**src/rtl/lfsr_interval_timer.sv**
```systemverilog
// LFSR-based interval timer.
//
// A Galois LFSR is loaded with SEED on start and stepped once per enabled cycle.
// When it reaches the terminal state latched at start, a one-cycle tick is issued
// on the following cycle. In periodic mode the LFSR reloads SEED and the run
// continues; in one-shot mode the run ends and done is set.
//
// Ports:
//   clk    - clock, all state updates on the rising edge
//   rst    - synchronous, active-low reset
//   start  - begin or restart a run; latches term and mode
//   stop   - abort the run without a tick
//   en     - count enable; 0 freezes the LFSR while running
//   mode   - 0 = periodic, 1 = one-shot (sampled with start)
//   term   - LFSR state that ends an interval (sampled with start)
//   tick   - registered 1-cycle pulse at interval end
//   busy   - high while a run is active
//   done   - sticky one-shot completion flag, cleared by start or reset
//   lfsr_q - current LFSR state
module lfsr_interval_timer #(
  parameter int unsigned          WIDTH = 16,
  parameter logic [WIDTH-1:0]     TAPS  = WIDTH'(16'h002D),
  parameter logic [WIDTH-1:0]     SEED  = '1
) (
  input  logic             clk,
  input  logic             rst,
  input  logic             start,
  input  logic             stop,
  input  logic             en,
  input  logic             mode,
  input  logic [WIDTH-1:0] term,
  output logic             tick,
  output logic             busy,
  output logic             done,
  output logic [WIDTH-1:0] lfsr_q
);

  typedef enum logic {StIdle, StRun} state_e;

  state_e           state_q, state_d;
  logic [WIDTH-1:0] lfsr_d;
  logic [WIDTH-1:0] term_q, term_d;
  logic             mode_q, mode_d;
  logic             tick_q, tick_d;
  logic             done_q, done_d;
  logic [WIDTH-1:0] lfsr_nxt;

  // Galois step: shift left, fold the taps in when the bit shifted out was set.
  assign lfsr_nxt = {lfsr_q[WIDTH-2:0], 1'b0} ^ (lfsr_q[WIDTH-1] ? TAPS : '0);

  always_comb begin
    state_d = state_q;
    lfsr_d  = lfsr_q;
    term_d  = term_q;
    mode_d  = mode_q;
    tick_d  = 1'b0;
    done_d  = done_q;
    unique case (state_q)
      StIdle: begin
        if (start && !stop) begin
          state_d = StRun;
          lfsr_d  = SEED;
          term_d  = term;
          mode_d  = mode;
          done_d  = 1'b0;
        end
      end
      StRun: begin
        if (stop) begin
          // Abort leaves the LFSR where it was; the next start reloads SEED.
          state_d = StIdle;
        end else if (start) begin
          // Restart never ticks, even when the current state matches.
          lfsr_d = SEED;
          term_d = term;
          mode_d = mode;
        end else if (en) begin
          if (lfsr_q == term_q) begin
            tick_d = 1'b1;
            lfsr_d = SEED;
            if (mode_q) begin
              state_d = StIdle;
              done_d  = 1'b1;
            end
          end else begin
            lfsr_d = lfsr_nxt;
          end
        end
      end
      default: state_d = StIdle;
    endcase
  end

  always_ff @(posedge clk) begin
    if (!rst) begin
      state_q <= StIdle;
      lfsr_q  <= SEED;
      term_q  <= '0;
      mode_q  <= 1'b0;
      tick_q  <= 1'b0;
      done_q  <= 1'b0;
    end else begin
      state_q <= state_d;
      lfsr_q  <= lfsr_d;
      term_q  <= term_d;
      mode_q  <= mode_d;
      tick_q  <= tick_d;
      done_q  <= done_d;
    end
  end

  // All outputs come straight from registers.
  assign tick = tick_q;
  assign busy = (state_q == StRun);
  assign done = done_q;

endmodule
```
**config.mk**
```make
export PLATFORM = sky130hd
export DESIGN_NAME = lfsr_interval_timer
export DESIGN_NICKNAME = d
export VERILOG_FILES = /design/src/rtl/lfsr_interval_timer.sv
export SDC_FILE = /design/constraint.sdc
export NUM_CORES = 1
export LEC_CHECK = 0
export CAP_MARGIN = 20
export CORE_MARGIN = 4
export CORE_UTILIZATION = 53
export CTS_BUF_LIST = sky130_fd_sc_hd__clkbuf_8
export CTS_CLUSTER_SIZE = 8
export DETAILED_ROUTE_END_ITERATION = 7
export MAX_ROUTING_LAYER = met4
export PLACE_DENSITY = 0.86
export SETUP_SLACK_MARGIN = 0.4
export SLEW_MARGIN = 20
export SYNTH_ARGS = -nofsm -noshare
export SYNTH_HDL_FRONTEND = slang
export SYNTH_SLANG_ARGS = --single-unit
```
**constraint.sdc**
```tcl
create_clock -name clk -period 3 [get_ports clk]
set_input_delay 0.45 -clock clk [delete_from_list [all_inputs] [get_ports clk]]
set_output_delay 0.45 -clock clk [all_outputs]
set_load 0.05 [all_outputs]
```
==> impl_metrics.yaml <==
clock_network:
  hold_buffers: 0
  clock-root-buffer: "clkbuf_8"
  post_cts_buffers: 0
  htree_levels: 2
  cts_buffers: 5
  cts_resized: 0
  cts_tree: "built"
  clock_latency_ps: 280
  clk_pin_slew_ps: 70
  clockBufferDepth: 2
  tritoncts_num_sinks: 36
timing:
  clock_skew_ps: 4.26
  layout_setup_ws_ps: 802
  timing.setup.tns_ps: 0
  period_share_pct: 73.3
  final-setup-viol-count: 0
  slew_headroom_pct: 27.7
  hold_viol: 0
  timing.final.crit_period_ps: 2200
  slew_viol_final: 0
  rsz0062_at_grt: "false"
  fmaxAchievable_mhz: 455
  worst_pin_slew_ps: 1080
global_routing:
  grt-ovfl-total: 0
  grt_pass1_vias: 1312
  grt_first_pass_wirelength_um: 5900
  antenna_found_initial: 0
  track_usage_pct: 22.2
  grt_max_degree: 21
die:
  ios: 41
  dieArea_mm2: 0.00382
  rows: 19
  die_h_um: 61.8
  core_area_mm2: 0.00276
  die_w_um: 61.8
  start_util_pct: 55.7
worst_setup_path:
  cp_top_family: "buffers and inverters"
  cp_cell_sequence: "clkdlybuf4s50_1"
  cp-end-kind: "output port"
  worstSetupPathType: "reg -> out"
  critPathLaunchType: "flip-flop"
  crit_path_top_delay_cell: "clkdlybuf4s50_1"
  required_ps: 2550
  cp_max_fo: 7
  crit_buf_inv: 1
  cp.arrival_ps: 1750
  critPathMaxStageDelay_ps: 880
drt:
  drc: 0
  drt-total-wl_um: 3630
  drtPass1Iterations: 4
  routedWlPerCell_um: 14.4
  via_count: 1356
  postRouteAntennaNets: 0
  drt_iter0_drc: 80
  vias_per_cell: 5.36
pwr:
  ir_drop_v: 0.000455
  power_leakage_nw: 0.706
  power_density_mw_per_mm2: 455
finish:
  fin_nets: 243
  final_area_mm2: 0.00202
  syn_to_final_growth_pct: 31.6
  antenna-diode-count: 0
  layout-drive-gt1-share_pct: 5.41
synthesis:
  synth_nets: 205
  ys_seq_elements: 36
  syn_inst: 183
  synth_area_mm2: 0.00154
  syn_area_per_cell_um2: 8.39
  ys_warn_count: 0
  ys_types: 25
  ys_seq_area_share_pct: 46.9
place:
  dpl_worst_slack_ps: 753
  dp_hpwl_um: 2600
  place_congestion: 0.794
  dpl_cell_area_mm2: 0.00193
  portBuffers: 40
job:
  drv_cap: 0
worst_hold_path:
  hp-class: "reg -> reg"
outcome:
  status: "complete, no violations"
==> area by class of cell <==
type | instances | area (um2)
Clock inverter | 2 | 7.51
Tap cell | 31 | 38.8
Fill cell | 220 | 737
Sequential cell | 36 | 721
Timing Repair Buffer | 42 | 415
Clock buffer | 6 | 82.6
Multi-Input combinational cell | 136 | 756
==> kinds of logic after synthesis <==
group,count (synthesis),synth area share (%)
buffers and inverters,11,3.83
xor gates and xnor gates,19,11.3
AOI/OAI and AO/OA,38,15.7
and+or+nand+nor,79,22.2
DFF,36,46.9
==> cell usage after synthesis <==
cell      instances  area, um2
nand2_1          36        135
o21ai_0           1       5.00
nand4_2           1       12.5
o21a_1            1       7.51
clkbuf_1          6       22.5
a31oi_1           3       18.8
a21boi_0         17        128
dfxtp_1          36        721
nand3_1           1       5.00
nand2b_1          2       12.5
a21oi_1          14       70.1
nor4_2            2       25.0
nor2b_1           1       6.26
nor2_1           32        120
nor3_1            1       5.00
or3_1             1       6.26
buf_6             2       22.5
buf_2             2       10.0
xor2_1           15        131
o211ai_1          1       7.51
nor4_1            2       12.5
o21ai_1           1       5.00
xor2_2            1       16.3
buf_1             1       3.75
xnor2_1           3       26.3
==> per-stage QoR <==
step           util (%)  hold slack (ps)  power [mW]  instances
2_1_floorplan         -              450       0.547        183
3_3_place_gp       70.0              462       0.585        245
3_5_place_dp       70.0              472       0.588        245
4_1_cts            73.3              482       0.929        253
5_1_grt            73.3              503       0.958        253
6_report           73.3              477       0.919        253
==> layout by cell type (no fill, tap or decap) <==
master           netlist  final
nor2_1                32     32
dfxtp_1               36     36
xor2_1                15     15
or3_1                  1      1
nand2_1               36     36
o21a_1                 1      1
clkbuf_8               0      6
o211ai_1               1      1
buf_4                  0      2
nor3_1                 1      1
a21oi_1               14     14
nor4_1                 2      2
inv_1                  0      2
clkdlybuf4s50_1        0     40
o21ai_1                1      1
nand2b_1               2      2
nor4_2                 2      2
nor2b_1                1      1
a31oi_1                3      3
a21boi_0              17     17
nand3_1                1      1
xor2_2                 1      1
nand4_2                1      1
xnor2_1                3      3
o21ai_0                1      1
==> sequential cells by signal (all words and copies together) (netlist names) <==
signal  count
done        1
lfsr_q     16
tick        1
busy        1
mode_q      1
term_q     16
==> report_power, final <==
part | internal, mW | switching, mW
Clock | 0.180 | 0.161
Combinational | 0.0425 | 0.0367
Sequential | 0.490 | 0.00903
Total | 0.712 | 0.207
==> per-layer routing <==
metal  up-vias  global-route usage (%)  part of all wire, %
met5         -                       -                    0
met4         0                    9.09                  1.5
met3         6                    6.40                  5.5
met2        46                    36.8                   50
met1       633                    25.0                   43
li1        671                       -                    -
==> path summary, 6_finish.rpt <==
path | slack [ps] | to | startpoint | cells after the start
setup / recovery | 800 | lfsr_q[15] | lfsr_q[15] | 1
hold / removal | 480 | term_q[1] | term_q[1] | 2
setup reg to reg | 1080 | busy | lfsr_q[15] | 4
hold reg to reg | 480 | term_q[1] | term_q[1] | 2
Power figures use the tool's default switching activity.
